$ cat src/rtl/ocpapb_fifo.sv
// +----------------------------------------------------------------------------+
// | ocpapb_fifo                                                                |
// | APB-push / OCP-pop byte FIFO with occupancy, sticky overflow and flush.    |
// | Revision: 1.0                                                              |
// +----------------------------------------------------------------------------+
`default_nettype none

module ocpapb_fifo #(
  parameter int APB_ADDR_WIDTH  = 32,
  parameter int OCP_ADDR_WIDTH  = 32,
  parameter int DATA_WIDTH      = 32,
  parameter int FIFO_DEPTH      = 256,
  parameter int FIFO_DATA_WIDTH = 8
) (
  input  logic                      clk,
  input  logic                      rst,
  input  logic [APB_ADDR_WIDTH-1:0] apb_paddr,
  input  logic                      apb_psel,
  input  logic                      apb_penable,
  input  logic                      apb_pwrite,
  input  logic [DATA_WIDTH-1:0]     apb_pwdata,
  output logic [DATA_WIDTH-1:0]     apb_prdata,
  output logic                      apb_pready,
  input  logic [OCP_ADDR_WIDTH-1:0] ocp_maddr,
  input  logic [2:0]                ocp_mcmd,
  input  logic [DATA_WIDTH-1:0]     ocp_mdata,
  input  logic [DATA_WIDTH/8-1:0]   ocp_mbyteen,
  output logic                      ocp_scmdaccept,
  output logic [DATA_WIDTH-1:0]     ocp_sdata,
  output logic [1:0]                ocp_sresp
);

  localparam int unsigned    c_AW        = $clog2(FIFO_DEPTH);
  localparam logic [c_AW:0]  c_FULL      = (c_AW + 1)'(FIFO_DEPTH);
  localparam logic [2:0]     c_CMD_IDLE  = 3'd0;
  localparam logic [2:0]     c_CMD_READ  = 3'd2;
  localparam logic [1:0]     c_RESP_NULL = 2'd0;
  localparam logic [1:0]     c_RESP_DVA  = 2'd1;

  typedef enum logic [0:0] {
    S_SETUP  = 1'b0,
    S_ENABLE = 1'b1
  } apb_state_t;

  apb_state_t                 r_apb_state;
  logic                       r_pready;
  logic [DATA_WIDTH-1:0]      r_prdata;
  logic [DATA_WIDTH-1:0]      r_sdata;
  logic [1:0]                 r_sresp;
  logic [FIFO_DATA_WIDTH-1:0] r_mem [FIFO_DEPTH];
  logic [c_AW-1:0]            r_wr_ptr;
  logic [c_AW-1:0]            r_rd_ptr;
  logic [c_AW:0]              r_count;
  logic                       r_ovf;

  logic                  w_empty;
  logic                  w_full;
  logic [31:0]           w_status;
  logic                  w_apb_commit;
  logic                  w_apb_fifo_wr;
  logic                  w_apb_ctrl_wr;
  logic                  w_push;
  logic                  w_drop;
  logic                  w_pop;
  logic                  w_flush;
  logic                  w_ovf_clr;
  logic [DATA_WIDTH-1:0] w_prdata_nxt;
  logic [DATA_WIDTH-1:0] w_sdata_nxt;
  logic                  w_unused;

  assign w_empty  = (r_count == '0);
  assign w_full   = (r_count == c_FULL);
  assign w_status = {w_empty, w_full, r_ovf, 12'b0, {(16 - c_AW){1'b0}}, r_count};

  assign w_apb_commit  = (r_apb_state == S_ENABLE) && apb_psel && apb_penable;
  assign w_apb_fifo_wr = w_apb_commit && apb_pwrite && (apb_paddr == '0);
  assign w_apb_ctrl_wr = w_apb_commit && apb_pwrite && (apb_paddr == APB_ADDR_WIDTH'(4));
  assign w_push        = w_apb_fifo_wr && !w_full;
  assign w_drop        = w_apb_fifo_wr && w_full;
  assign w_flush       = w_apb_ctrl_wr && apb_pwdata[1];
  assign w_ovf_clr     = w_apb_ctrl_wr && apb_pwdata[0];
  assign w_pop         = (ocp_mcmd == c_CMD_READ) && (ocp_maddr == '0) && !w_empty;

  always_comb begin
    w_prdata_nxt = '1;
    if (apb_paddr == '0)
      w_prdata_nxt = w_status;
    else if (apb_paddr == APB_ADDR_WIDTH'(4))
      w_prdata_nxt = '0;
  end

  // Pop data reads the pre-edge rd_ptr, so a same-cycle flush cannot disturb it.
  always_comb begin
    w_sdata_nxt = '0;
    if (ocp_mcmd == c_CMD_READ) begin
      if (ocp_maddr == '0) begin
        if (w_empty)
          w_sdata_nxt = {1'b1, 31'b0};
        else
          w_sdata_nxt = {1'b0, w_full, {(30 - FIFO_DATA_WIDTH){1'b0}}, r_mem[r_rd_ptr]};
      end else if (ocp_maddr == OCP_ADDR_WIDTH'(4)) begin
        w_sdata_nxt = w_status;
      end else begin
        w_sdata_nxt = '1;
      end
    end
  end

  always_ff @(posedge clk) begin
    if (rst) begin
      r_apb_state <= S_SETUP;
      r_pready    <= 1'b0;
      r_prdata    <= '0;
    end else begin
      case (r_apb_state)
        S_SETUP: begin
          r_pready <= 1'b0;
          if (apb_psel && apb_penable)
            r_apb_state <= S_ENABLE;
        end
        S_ENABLE: begin
          r_apb_state <= S_SETUP;
          r_pready    <= w_apb_commit;
          if (w_apb_commit && !apb_pwrite)
            r_prdata <= w_prdata_nxt;
        end
        default: begin
          r_apb_state <= S_SETUP;
          r_pready    <= 1'b0;
        end
      endcase
    end
  end

  always_ff @(posedge clk) begin
    if (rst) begin
      r_wr_ptr <= '0;
      r_rd_ptr <= '0;
      r_count  <= '0;
      r_ovf    <= 1'b0;
    end else begin
      if (w_flush) begin
        r_wr_ptr <= '0;
        r_rd_ptr <= '0;
        r_count  <= '0;
      end else begin
        if (w_push)
          r_wr_ptr <= r_wr_ptr + 1'b1;
        if (w_pop)
          r_rd_ptr <= r_rd_ptr + 1'b1;
        case ({w_push, w_pop})
          2'b10:   r_count <= r_count + 1'b1;
          2'b01:   r_count <= r_count - 1'b1;
          default: r_count <= r_count;
        endcase
      end
      if (w_ovf_clr)
        r_ovf <= 1'b0;
      else if (w_drop)
        r_ovf <= 1'b1;
    end
  end

  always_ff @(posedge clk) begin
    if (w_push && !rst)
      r_mem[r_wr_ptr] <= apb_pwdata[FIFO_DATA_WIDTH-1:0];
  end

  always_ff @(posedge clk) begin
    if (rst) begin
      r_sdata <= '0;
      r_sresp <= c_RESP_NULL;
    end else begin
      r_sdata <= w_sdata_nxt;
      r_sresp <= (ocp_mcmd != c_CMD_IDLE) ? c_RESP_DVA : c_RESP_NULL;
    end
  end

  assign apb_prdata     = r_prdata;
  assign apb_pready     = r_pready;
  assign ocp_sdata      = r_sdata;
  assign ocp_sresp      = r_sresp;
  assign ocp_scmdaccept = 1'b1;

  assign w_unused = &{1'b0, ocp_mdata, ocp_mbyteen, apb_pwdata[DATA_WIDTH-1:FIFO_DATA_WIDTH]};

endmodule

`default_nettype wire

$ cat config.mk
export PLATFORM = sky130hd
export DESIGN_NAME = ocpapb_fifo
export DESIGN_NICKNAME = d
export VERILOG_FILES = /design/src/rtl/ocpapb_fifo.sv
export SDC_FILE = /design/constraint.sdc
export NUM_CORES = 2
export LEC_CHECK = 0
export CORE_UTILIZATION = 25
export CTS_CLUSTER_DIAMETER = 30
export DETAILED_ROUTE_END_ITERATION = 6
export PLACE_DENSITY = 0.43
export SLEW_MARGIN = 20
export SYNTH_ARGS = -nofsm -noshare
export SYNTH_HDL_FRONTEND = slang
export SYNTH_SLANG_ARGS = --single-unit
$ cat constraint.sdc
create_clock -name clk -period 11.2 [get_ports clk]
set_clock_uncertainty 0.05 [all_clocks]
set_input_delay 3.36 -clock clk [delete_from_list [all_inputs] [get_ports clk]]
set_output_delay 3.36 -clock clk [all_outputs]
set_load 0.01 [all_outputs]
==> reports/results.txt <==
setup bufs post-CTS: 0
Post-synth EDFFs: 2,048
Arr. time, crit path: 7.75 ns
Mapped Area: 83,000 um^2
placed cell areas: 89,100 um^2
Area Overhead vs Synth: 26.6%
number of hold buffers added after CTS: 0
Ports: 208
Buf/Inv on CP: 2
drt drc: 0
Power Density: 216 nW/um^2
largest net degree at the start of global routing: 143
asr flop ratio synth: 0%
GRT Util Overall: 14.6%
Crit path top cell by count: a21oi_1
Worst-Skew Late Latency: 0.91 ns
status: complete, no violations
Setup crit end kind: register
Port Buffers: 145
Die Y: 578 um
DR pass1 iterations: 5
Synth Register Bits: 2,111
fraction of final layout cells with drive strength greater than 1: 25.1%
CP top delay family: simple AND/OR/NAND/NOR gates
worst-path fanout max: 18
Final setup viols: 0
initial cell density of the core: 25.1%
H-tree Lvls: 5
fin crit share: 62.8%
CTS max path bufs: 4
initial antenna violation count: 11
clock tree root driver cell: clkbuf_16
Max Clk Rate: 142 MHz
area leader, netlist: edfxtp_1
synthesized instance count: 4,270
Sink Count: 2,111
min Tclk post-route: 7.03 ns
drt total wl: 250 mm
1st-iter DRT viols: 3,771
worst path cell trace: clkdlybuf4s50_1 -> nor4_1 -> nand4_1 -> nor3_1 -> nand3_1 -> inv_1 -> ha_1 -> xor2_1 -> ha_1 -> a21oi_1 -> o21ai_0 -> a21oi_1 -> a32o_1 -> a21oi_1 -> or3_1 -> a21oi_1
hpwl dp: 146 mm
CP peak stage delay: 0.55 ns
MaxCap Viol Count: 0
critical path class: in2reg
die width: 578 um
crit path max-delay cell type: ha_1
synth top area cells: edfxtp_1, mux4_2, mux2i_1
Yosys warning count: 0
Yosys cell types: 73
post_cts resized: 0
clock buffers created by TritonCTS: 467
Worst Max-Slew Pin Slew: 1.22 ns
ys flop type: edfxtp_1
unrepaired setup endpoints after global routing: false
syn_area_per_cell: 19.4 um^2
number of global-route vias before repair: 45,403
die area: 334,000 um^2
Final Max Slew Viols: 0
Finished Cell Area: 105,000 um^2
Placeable Area: 330,000 um^2
HP Class: reg2reg
Routed WL per cell: 26.4 um
clock-pin slew on the worst setup and hold paths: 0.04 ns
vias per std cell: 4.64
syn_nets: 4,419
Final ANT Viol Nets: 0
sequential-to-total area share from yosys stat: 75.6%
CP Launch Type: primary input
final hold vios: 0
Slew HR: 18.6%
maximum vdd ir drop: 0.135 mV
wire length of the first global-routing pass: 349 mm
top cell type's share of synthesized area: 74.1%
CTS tree: yes
DR vias: 43,818
Rows: 211
Req. time, crit path: 11.92 ns
Setup TNS: 0 ns
GRT Residual Overflow: 0
GPL Wtd Cong: 0.783
Nets: 4,834
total leakage power: 32.2 nW
## Yosys cell counts, types with 32 or more instances
| cell | n |
|---|---|
| edfxtp_1 | 2048 |
| mux4_2 | 400 |
| nor2_1 | 339 |
| mux2i_1 | 259 |
| nand2_1 | 125 |
| a21oi_1 | 95 |
| clkbuf_1 | 92 |
| buf_4 | 83 |
| a22oi_1 | 70 |
| dfxtp_1 | 63 |
| o21ai_0 | 60 |
| buf_2 | 59 |
| o22ai_1 | 52 |
| o221ai_1 | 48 |
| nor3_1 | 45 |
| buf_6 | 38 |
| a211oi_1 | 37 |
| nand3_1 | 32 |
## kinds of logic (layout without fill, tap and decap cells)
logic type | Yosys count | count (layout) | share of synthesized area (%)
DFF | 2111 | 2111 | 75.6
muxes | 671 | 671 | 14.1
and+or+nand+nor | 660 | 660 | 3.50
AOI/OAI and AO/OA | 487 | 487 | 4.04
buffers and inverters | 309 | 1114 | 2.36
xor gates and xnor gates | 21 | 21 | 0.222
adders and majority gates | 9 | 9 | 0.136
other | 2 | 8 | 0.00905
## cell usage in the layout (no fill, tap or decap), drive strengths merged, types with 63 or more instances in the layout
cell type,netlist,final
clkdlybuf4s50,0,137
mux4,400,400
dfxtp,63,63
mux2i,259,259
o21ai,66,66
buf,197,97
a22oi,70,70
edfxtp,2048,2048
clkinv,3,197
clkbuf,92,541
nor2,340,340
bufinv,0,80
a21oi,95,95
nand2,128,128
## power breakdown
part	internal, mW	switching [mW]
clock network	9.49	4.30
registers	8.69	0.00169
logic	0.0403	0.152
total	18.2	4.45
## state kept, by name, indices dropped and copies added, names as in the netlist, named ones only
register and cells:
r_rd_ptr 8, r_apb_state 1, r_mem 2048, r_ovf 1, r_count 9, ocp_sresp 1, ocp_sdata 13, apb_prdata 13
r_wr_ptr 8, apb_pready 1
## final timing paths
check	from	endpoint	slack, ns	depth (start not counted)
max	ocp_maddr[20]	r_count[6]	4.17	16
min	r_apb_state	r_apb_state	0.39	1
max reg2reg	register	ocp_sdata[7]	5.65	8
min reg2reg	r_apb_state	r_apb_state	0.39	1
## area by class of cell
| cell class | count | area [um^2] |
|---|---|---|
| Antenna cell | 6 | 15.0 |
| Clock buffer | 540 | 12100 |
| Clock inverter | 319 | 3910 |
| Fill cell | 31735 | 225000 |
| Inverter | 20 | 78.8 |
| Multi-Input combinational cell | 1850 | 18500 |
| Sequential cell | 2111 | 62800 |
| Tap cell | 4366 | 5460 |
| Timing Repair Buffer | 235 | 2280 |
## through the flow
step / hold slack (ns) / setup slack [ns] / util, % / std cells / power (mW)
4_1_cts: 0.403 / 4.25 / 31.8 / 9441 / 22.9
6_report: 0.388 / 4.17 / 31.8 / 9447 / 22.7
2_1_floorplan: 0.348 / 4.63 / - / 4270 / 8.84
5_1_grt: 0.424 / 3.90 / 31.8 / 9443 / 23.3
3_3_place_gp: 0.361 / 3.26 / 27.0 / 8582 / 9.01
3_5_place_dp: 0.397 / 3.34 / 27.0 / 8582 / 9.02
## routing by layer
layer	vias to the layer above	share of wire (%)	global-route usage (%)
met4	2	2.5	4.26
met5	-	0.0080	0
met2	1533	47	23.5
met3	412	6.2	3.03
met1	23314	44	19.9
li1	18557	-	-
Note: power is estimated with default switching activity, not from simulation.
